**src/rtl/sva_cover_count_sched.sv**
```systemverilog
// rtl/sva_cover_count_sched.sv - changed/stable coverage counting scheduler; optional assertions under SVA_SCHED_ASSERT_EN
module sva_cover_count_sched #(
    parameter int NCH = 4,
    parameter int CW  = 16,
    parameter int PW  = 3
) (
    input  logic                         clk,
    input  logic                         rst,
    input  logic                         enable,
    input  logic [NCH-1:0]               sig,
    input  logic                         hold,
    input  logic                         clr,
    input  logic [$clog2(2*NCH)-1:0]     rd_addr,
    output logic [CW-1:0]                rd_data,
    output logic                         gnt_valid,
    output logic [$clog2(2*NCH)-1:0]     gnt_slot,
    output logic [NCH-1:0]               ovf,
    output logic                         busy
);

    localparam int NS = 2 * NCH;
    localparam int AW = $clog2(NS);
    localparam logic [PW-1:0] PMAX = '1;

    logic [CW-1:0]  cnt_q  [NS];
    logic [CW-1:0]  cnt_d  [NS];
    logic [PW-1:0]  pend_q [NS];
    logic [PW-1:0]  pend_d [NS];
    logic [NCH-1:0] ovf_q, ovf_d;
    logic [NCH-1:0] prev_q, prev_d;
    logic           primed_q, primed_d;
    logic [AW-1:0]  ptr_q, ptr_d;
    logic [CW-1:0]  rd_data_q, rd_data_d;
    logic           gnt_valid_q, gnt_valid_d;
    logic [AW-1:0]  gnt_slot_q, gnt_slot_d;
    logic           busy_q, busy_d;

    logic [NS-1:0]  ev;
    logic           grant;
    logic [AW-1:0]  grant_slot;
    logic [AW:0]    idx;

    // Saturating fold of a pending value into a wide counter
    function automatic logic [CW-1:0] sat_add(input logic [CW-1:0] a, input logic [PW-1:0] b);
        logic [CW:0] t;
        t = {1'b0, a} + (CW+1)'(b);
        return t[CW] ? {CW{1'b1}} : t[CW-1:0];
    endfunction

    // Classify each channel as changed (even slot) or stable (odd slot) once primed
    always_comb begin
        ev = '0;
        for (int i = 0; i < NCH; i++) begin
            ev[2*i]   = primed_q && enable && (sig[i] != prev_q[i]);
            ev[2*i+1] = primed_q && enable && (sig[i] == prev_q[i]);
        end
    end

    // Round-robin search from ptr for the first slot with pending work
    always_comb begin
        grant      = 1'b0;
        grant_slot = '0;
        idx        = '0;
        for (int k = 0; k < NS; k++) begin
            idx = {1'b0, ptr_q} + (AW+1)'(k);
            if (idx >= (AW+1)'(NS)) begin
                idx = idx - (AW+1)'(NS);
            end
            if (!grant && !hold && (pend_q[idx[AW-1:0]] != '0)) begin
                grant      = 1'b1;
                grant_slot = idx[AW-1:0];
            end
        end
    end

    // Next-state for pending, counters, flags, grant outputs and read port
    always_comb begin
        for (int s = 0; s < NS; s++) begin
            cnt_d[s]  = cnt_q[s];
            pend_d[s] = pend_q[s];
        end
        ovf_d       = ovf_q;
        prev_d      = enable ? sig : prev_q;
        primed_d    = enable;
        ptr_d       = ptr_q;
        gnt_valid_d = 1'b0;
        gnt_slot_d  = gnt_slot_q;
        busy_d      = 1'b0;
        rd_data_d   = '0;

        if ({1'b0, rd_addr} < (AW+1)'(NS)) begin
            rd_data_d = cnt_q[rd_addr];
        end

        if (clr) begin
            for (int s = 0; s < NS; s++) begin
                cnt_d[s]  = '0;
                pend_d[s] = '0;
            end
            ovf_d    = '0;
            ptr_d    = '0;
            primed_d = 1'b0;
        end else begin
            for (int s = 0; s < NS; s++) begin
                if (grant && (grant_slot == AW'(s))) begin
                    pend_d[s] = PW'(ev[s]);
                    cnt_d[s]  = sat_add(cnt_q[s], pend_q[s]);
                end else if (ev[s]) begin
                    if (pend_q[s] == PMAX) begin
                        ovf_d[s/2] = 1'b1;
                    end else begin
                        pend_d[s] = pend_q[s] + 1'b1;
                    end
                end
            end
            if (grant) begin
                gnt_valid_d = 1'b1;
                gnt_slot_d  = grant_slot;
                ptr_d       = (grant_slot == AW'(NS-1)) ? '0 : grant_slot + 1'b1;
            end
        end

        for (int s = 0; s < NS; s++) begin
            if (pend_d[s] != '0) begin
                busy_d = 1'b1;
            end
        end
    end

    // State registers with synchronous reset
    always_ff @(posedge clk) begin
        if (rst) begin
            for (int s = 0; s < NS; s++) begin
                cnt_q[s]  <= '0;
                pend_q[s] <= '0;
            end
            ovf_q       <= '0;
            prev_q      <= '0;
            primed_q    <= 1'b0;
            ptr_q       <= '0;
            rd_data_q   <= '0;
            gnt_valid_q <= 1'b0;
            gnt_slot_q  <= '0;
            busy_q      <= 1'b0;
        end else begin
            for (int s = 0; s < NS; s++) begin
                cnt_q[s]  <= cnt_d[s];
                pend_q[s] <= pend_d[s];
            end
            ovf_q       <= ovf_d;
            prev_q      <= prev_d;
            primed_q    <= primed_d;
            ptr_q       <= ptr_d;
            rd_data_q   <= rd_data_d;
            gnt_valid_q <= gnt_valid_d;
            gnt_slot_q  <= gnt_slot_d;
            busy_q      <= busy_d;
        end
    end

    assign rd_data   = rd_data_q;
    assign gnt_valid = gnt_valid_q;
    assign gnt_slot  = gnt_slot_q;
    assign ovf       = ovf_q;
    assign busy      = busy_q;

`ifdef SVA_SCHED_ASSERT_EN
    a_gnt_nonzero: assert property (@(posedge clk) disable iff (rst)
        grant |-> (pend_q[grant_slot] != '0))
        else $error("grant issued to empty slot");

    a_hold_no_gnt: assert property (@(posedge clk) disable iff (rst)
        hold |=> !gnt_valid_q)
        else $error("grant issued while hold asserted");

    a_ovf_rise_only: assert property (@(posedge clk) disable iff (rst)
        ($changed(ovf_q) && !$past(clr) && !$past(rst)) |-> ((~ovf_q & $past(ovf_q)) == '0))
        else $error("ovf bit fell without clr");

    for (genvar g = 0; g < NS; g++) begin : g_mono
        a_cnt_mono: assert property (@(posedge clk) disable iff (rst)
            (!$past(clr) && !$past(rst)) |-> (cnt_q[g] >= $past(cnt_q[g])))
            else $error("coverage counter decreased");
    end

    for (genvar g = 0; g < NCH; g++) begin : g_one_ev
        a_one_event: assert property (@(posedge clk) disable iff (rst)
            (primed_q && enable) |-> (ev[2*g] ^ ev[2*g+1]))
            else $error("channel did not produce exactly one event");
    end
`endif

endmodule

```
**config.mk**
```make
export PLATFORM = sky130hd
export DESIGN_NAME = sva_cover_count_sched
export DESIGN_NICKNAME = d
export VERILOG_FILES = /design/src/rtl/sva_cover_count_sched.sv
export SDC_FILE = /design/constraint.sdc
export NUM_CORES = 1
export LEC_CHECK = 0
export CAP_MARGIN = 25
export CORE_UTILIZATION = 50
export DETAILED_ROUTE_END_ITERATION = 7
export GPL_TIMING_DRIVEN = 0
export PLACE_DENSITY_LB_ADDON = 0.15
export SLEW_MARGIN = 15
export SYNTH_ARGS = -nofsm -noshare
export SYNTH_HDL_FRONTEND = slang
export SYNTH_SLANG_ARGS = --single-unit
export TNS_END_PERCENT = 50
```
**constraint.sdc**
```tcl
create_clock -name clk -period 6.1 [get_ports clk]
set_input_delay 1.83 -clock clk [delete_from_list [all_inputs] [get_ports clk]]
set_output_delay 1.83 -clock clk [all_outputs]
set_load 0.005 [all_outputs]
```
==> results.toml, run 1 <==
[worst_setup_path]
regToRegSetupSlack_ps = 290
start_kind = "input port"
critPathKind = "in -> reg"
critical_path_required_ps = 6380
r2r_cells = 19
r2r_start = "ptr_q[0]"
r2r-end = "busy"
critPathCaptureType = "flip-flop"
critPathMaxFanout = 10
cp.arrival_ps = 6100

[yosys]
synth_top_family_by_area = "simple AND/OR/NAND/NOR gates"
synthCells = 1285
synthArstFlopShare_pct = 0
synth_fa_ha_area_share_pct = 5.86
synthesis.area_um2 = 11300
ys_seq_area_share_pct = 33.4
synthMuxAreaShare_pct = 12.4
synth_top_area_share_pct = 33.4
synthTopCellsByArea = "dfxtp_1 (33%), mux4_2 (8.0%), a21oi_1 (6.0%)"
yosysWarningCount = 0
synth-xor-area-share_pct = 6.38
synth_compound_area_share_pct = 15.0
avgSynthCellArea_um2 = 8.78
syn-num-nets = 1345
yosys_most_used_dff = "dfxtp_1"
synth_common_cells = "dfxtp_1 (188), a21oi_1 (135), nor2_1 (127)"
synth-seq-cells = 188
synth_edf_count = 0
post-synth-top-count-cell = "dfxtp_1"
yosys.area_share.simple_pct = 22.8
synth_cell_types = 77
yosys.area.top_type = "dfxtp_1"

[timing]
rsz0062_at_grt = "false"
slew_viol_final = 0
finalCriticalPeriod_ps = 5820
tightest_slew_ps = 1010
fin_setup_tns_ps = 0
fmax_ghz = 0.172
setup_viol = 0
clock_skew_ps = 13.7
fin_crit_sh_pct = 95.4
timing.slew.headroom_pct = 31.9
hold_violations = 0

[worst_hold_path]
min_from = "gnt_slot[1]"
worstHoldPathCells = 2
whs_endpoint = "gnt_slot[1]"
hold_path.class = "reg -> reg"

[pwr]
p_sw_w = 0.000616
ir_drop_mv = 0.179
power.share.switching_pct = 24.2
power_w = 0.00254
p_per_area_nw_per_um2 = 202
seqPwrFrac_pct = 48.6
p_int_w = 0.00193
p_comb_share_pct = 6.2
p_leak_nw = 4.47
pwr-share-clk_pct = 45.2

[routing]
drc = 3
dr.first_iter.drc_count = 847
wl_mm = 33.0
dr.pass1.iters = 7
antenna_left = 0
via_per_inst = 6.18
num_vias = 10042
wire_per_inst_um = 20.3

[clock_tree]
clk_latency_ps = 440
cts_tree = "yes"
cts_made_buffers = 17
clockBufferDepth = 2
cts.sinks = 188
hold_buffers = 0
htreeDepth = 4
cts_root_buffer = "clkbuf_16"
clk_pin_slew_ps = 70

[layout]
syn_to_final_growth_pct = 11.4
drive_above_1_share_pct = 8.62
utilization_pct = 57.2
nNetsFinal = 1393
diodes = 0
fin_area_um2 = 12600

[placed_design]
hpwl_mm = 25.0
placed_area_um2 = 11900
gp_congestion = 0.925
portBuffers = 31

[run_status]
status = "finished with violations"
violations = "design-rule violations"

[global_routing]
grt_pass1_wl_mm = 52.0
grt_pass1_vias = 9302
grt_max_degree = 17
grtUsageTotal_pct = 28.8
antenna_found_initial = 0
grt_overflow = 0

[floorplanning]
core-area_um2 = 22000
die-area_um2 = 23200
initial_core_util_pct = 51.4
die_w_um = 152
dieHeight_um = 152
rows = 54
ios = 37

[run]
cap_violations = 0
==> how the worst max path moves through the flow <==
| stage | start | endpoint |
|---|---|---|
| CTS | ptr_q[1] | busy |
| finish | hold | busy |
| detailed placement | hold | cnt_q[7][11] |
| global placement | hold | cnt_q[7][13] |
| floorplan | ptr_q[1] | busy |
| global route | ptr_q[0] | cnt_q[3][8] |
==> logic make-up after synthesis <==
| family | after synthesis |
|---|---|
| AND/OR/NAND/NOR | 491 |
| AO/OA/AOI/OAI | 270 |
| flip-flops | 188 |
| buffers and inverters | 119 |
| multiplexers | 89 |
| XOR/XNOR | 80 |
| adder cells (fa/ha/maj) | 48 |
==> critical path: stages <==
cell and delay, ps:
clkdlybuf4s50_1 550, inv_1 70, clkbuf_1 230, and2_1 240, or4_1 560, and3_1 210, a31oi_1 340, ha_1 290
ha_1 180, and2_1 370, o2bb2ai_1 100, a2111oi_0 390, o2111ai_1 170, nor4_1 390, a41oi_1 170
==> sequential cells by signal, indices dropped and copies added, names as in the netlist, named ones only <==
register   cells
cnt_q        128
pend_q        24
rd_data       16
ovf            4
prev_q         4
gnt_slot       3
ptr_q          3
busy           1
gnt_valid      1
primed_q       1
==> final cells by class <==
type | count | area (µm²)
clock inverter | 11 | 130
sequential | 188 | 3760
timing repair buffer | 31 | 310
multi-input combinational | 978 | 7070
clock buffer | 21 | 470
buffer | 64 | 273
tap | 280 | 350
inverter | 53 | 199
fill | 1956 | 9390
==> power by group through the flow <==
stage / Sequential, W / Combinational (W) / Clock (W)
3_5_place_dp: 0.00126 / 0.000156 / 0
6_report: 0.00124 / 0.000159 / 0.00115
5_1_grt: 0.00124 / 0.000171 / 0.00121
2_1_floorplan: 0.00126 / 0.000104 / 0
3_3_place_gp: 0.00126 / 0.000155 / 0
4_1_cts: 0.00124 / 0.000157 / 0.00116
==> cell usage in the layout (no fill, tap or decap), types with 8 or more instances in the layout <==
| cell | count |
|---|---|
| dfxtp_1 | 188 |
| a21oi_1 | 135 |
| nor2_1 | 125 |
| nand2_1 | 83 |
| inv_1 | 52 |
| nor3_1 | 51 |
| clkbuf_1 | 46 |
| mux2i_1 | 46 |
| xnor2_1 | 45 |
| mux4_2 | 40 |
| nand3_1 | 40 |
| ha_1 | 40 |
| xor2_1 | 33 |
| nand4_1 | 31 |
| clkdlybuf4s50_1 | 31 |
| and3_1 | 28 |
| o21ai_0 | 23 |
| and2_1 | 21 |
| a31oi_1 | 21 |
| nor4_1 | 20 |
| nor2b_1 | 19 |
| clkbuf_16 | 17 |
| a211oi_1 | 16 |
| buf_2 | 10 |
| a21o_1 | 9 |
| or3_1 | 8 |
| fa_1 | 8 |
==> per-layer routing <==
| layer | up-vias | GRT usage, % | wire (µm) |
|---|---|---|---|
| met2 | 356 | 46.4 | 15100 |
| met1 | 4824 | 39.7 | 15200 |
| met4 | 0 | 8.79 | 760 |
| li1 | 4808 | - | - |
| met3 | 54 | 4.52 | 1930 |
| met5 | - | 0 | 0 |
==> what timing repair did <==
item / CTS / global route
buffers inserted: 0 / 0
endpoints found under the setup margin: 24 / 78
resized for setup: 3 / 7
==> stage by stage <==
| stage | instances | setup slack, ps | hold slack, ps |
|---|---|---|---|
| final | 1626 | 279 | 497 |
| after global routing | 1626 | 12.4 | 523 |
| after CTS | 1628 | 7.61 | 507 |
| after detailed placement | 1596 | -230 | 490 |
| after global placement | 1596 | -230 | 482 |
| after floorplan | 1285 | 1110 | 456 |
No activity file was read; power rests on OpenSTA's default activity.
==> inputs of run 2 (changes only) <==
Settings changed: CORE_MARGIN set to 3.
==> run 2 against run 1 <==
  * The flow now finishes without violations
  * Setup slack got worse by 17 ps
  * Via count rose by 1.2%
  * Cell area fell by 0.20%
  * Sequential power barely moved
  * Final cell count did not move
  * Total power fell by 1.6%
  * Utilization fell by 0.29 points
  * Sequential share of layout area rose by 0.060 points
  * Clock power fell by 3%
  * Clock-buffer cell count fell by 1
  * Wire length rose by 0.72%
  * Die area rose by 5.3%
==> results.toml, run 2 (synthesized netlist as in run 1, its figures left out) <==
[timing]
fin_setup_tns_ps = 0
setup_viol = 0
timing.slew.headroom_pct = 35.0
fmax_ghz = 0.171
fin_crit_sh_pct = 95.7
clock_skew_ps = 14.2
tightest_slew_ps = 976
whs_ps = 506
finalCriticalPeriod_ps = 5840
slew_viol_final = 0
hold_violations = 0
rsz0062_at_grt = "false"

[routing]
wire_per_inst_um = 20.4
num_vias = 10163
antenna_left = 0
drc = 0
via_per_inst = 6.25
dr.pass1.iters = 8
dr.first_iter.drc_count = 876
wl_mm = 33.2

[worst_setup_path]
r2r-end = "cnt_q[3][6]"
r2r_cells = 19
critPathKind = "in -> reg"
critical_path_required_ps = 6450
critPathCaptureType = "flip-flop"
cp.arrival_ps = 6190
r2r_start = "ptr_q[1]"
critPathMaxFanout = 10
regToRegSetupSlack_ps = 300
start_kind = "input port"

[clock_tree]
cts.sinks = 188
postCtsResizedCells = 3
cts_made_buffers = 17
hold_buffers = 0
clk_latency_ps = 440
htreeDepth = 4
clockBufferDepth = 2
clk_pin_slew_ps = 70
cts_root_buffer = "clkbuf_16"
cts_tree = "yes"
cts_setup_buffers = 0

[floorplanning]
die-area_um2 = 24400
initial_core_util_pct = 51.2
ios = 37
die_w_um = 156
rows = 54
core-area_um2 = 22000
dieHeight_um = 156

[pwr]
p_per_area_nw_per_um2 = 200
p_leak_nw = 4.44
ir_drop_mv = 0.206

[layout]
drive_above_1_share_pct = 8.77
regMostFlops = "cnt_q"
largest_register_ffs = 128
syn_to_final_growth_pct = 11.2
diodes = 0
final_common_cell = "dfxtp_1"
nNetsFinal = 1393
fin_area_um2 = 12500
final_cell_mix = "dfxtp_1 (188), a21oi_1 (135), nor2_1 (126), nand2_1 (83), inv_1 (52)"

[worst_hold_path]
hold_path.class = "reg -> reg"
min_from = "cnt_q[2][15]"
whs_endpoint = "cnt_q[2][15]"
worstHoldPathCells = 1

[global_routing]
grt_max_degree = 17
grt_pass1_vias = 9543
grtUsageTotal_pct = 27.4
grt_pass1_wl_mm = 53.0
antenna_found_initial = 0
grt_overflow = 0

[run]
cap_violations = 0

[run_status]
status = "finished, final reports clean"

[placed_design]
hpwl_mm = 25.2
gp_congestion = 0.928
placed_area_um2 = 11900
portBuffers = 31
[run 2: layout make-up]
type                            instances  area (µm²)
Fill cell                            2011        9480
Multi-Input combinational cell        978        7070
Sequential cell                       188        3760
Clock buffer                           20         467
Tap cell                              280         350
Timing Repair Buffer                   31         310
Buffer                                 64         273
Inverter                               53         203
Clock inverter                         12         108
[run 2: per-layer routing]
layer  vias to the layer above  routed length, µm  track usage (%)
li1                       4817                  -                -
met1                      4902              15000             38.7
met2                       385              15300             44.1
met3                        59               1890             3.41
met4                         0                958             8.84
met5                         -                  0                0
[run 2: through the flow]
stage / worst slack [ps] / power [W] / instances / utilization [%]
6_report: 262 / 0.00251 / 1626 / 56.9
5_1_grt: 48.8 / 0.00257 / 1626 / 56.9
4_1_cts: 23.0 / 0.00251 / 1628 / 56.9
3_5_place_dp: -188 / 0.00142 / 1596 / 54.2
3_3_place_gp: -160 / 0.00142 / 1596 / 54.2
2_1_floorplan: 1110 / 0.00137 / 1285 / -
[run 2: critical path, cell delays in order]
cell and delay (ps):
clkdlybuf4s50_1 550, inv_1 80, clkbuf_1 230, and2_1 240, or4_1 560, and3_1 210, a31oi_1 310, ha_1 290
ha_1 190, nand2_1 200, nor4_2 480, and2_1 250, nand4_1 240, clkbuf_1 320, a21oi_1 200
[run 2: power breakdown]
group	internal (W)	leakage (nW)	switching [W]
clock	0.000600	0.291	0.000511
sequential	0.00123	1.51	0.00000436
combinational	0.0000532	2.63	0.000105
[run 2: how the worst max path moves through the flow]
stage,to,depth (start not counted),slack (ps),startpoint
floorplan,busy,20,1110,ptr_q[1]
global placement,cnt_q[7][13],14,-160,hold
detailed placement,cnt_q[7][15],16,-190,hold
CTS,busy,20,20,ptr_q[1]
global route,cnt_q[6][15],19,50,ptr_q[0]
finish,cnt_q[3][6],15,260,hold
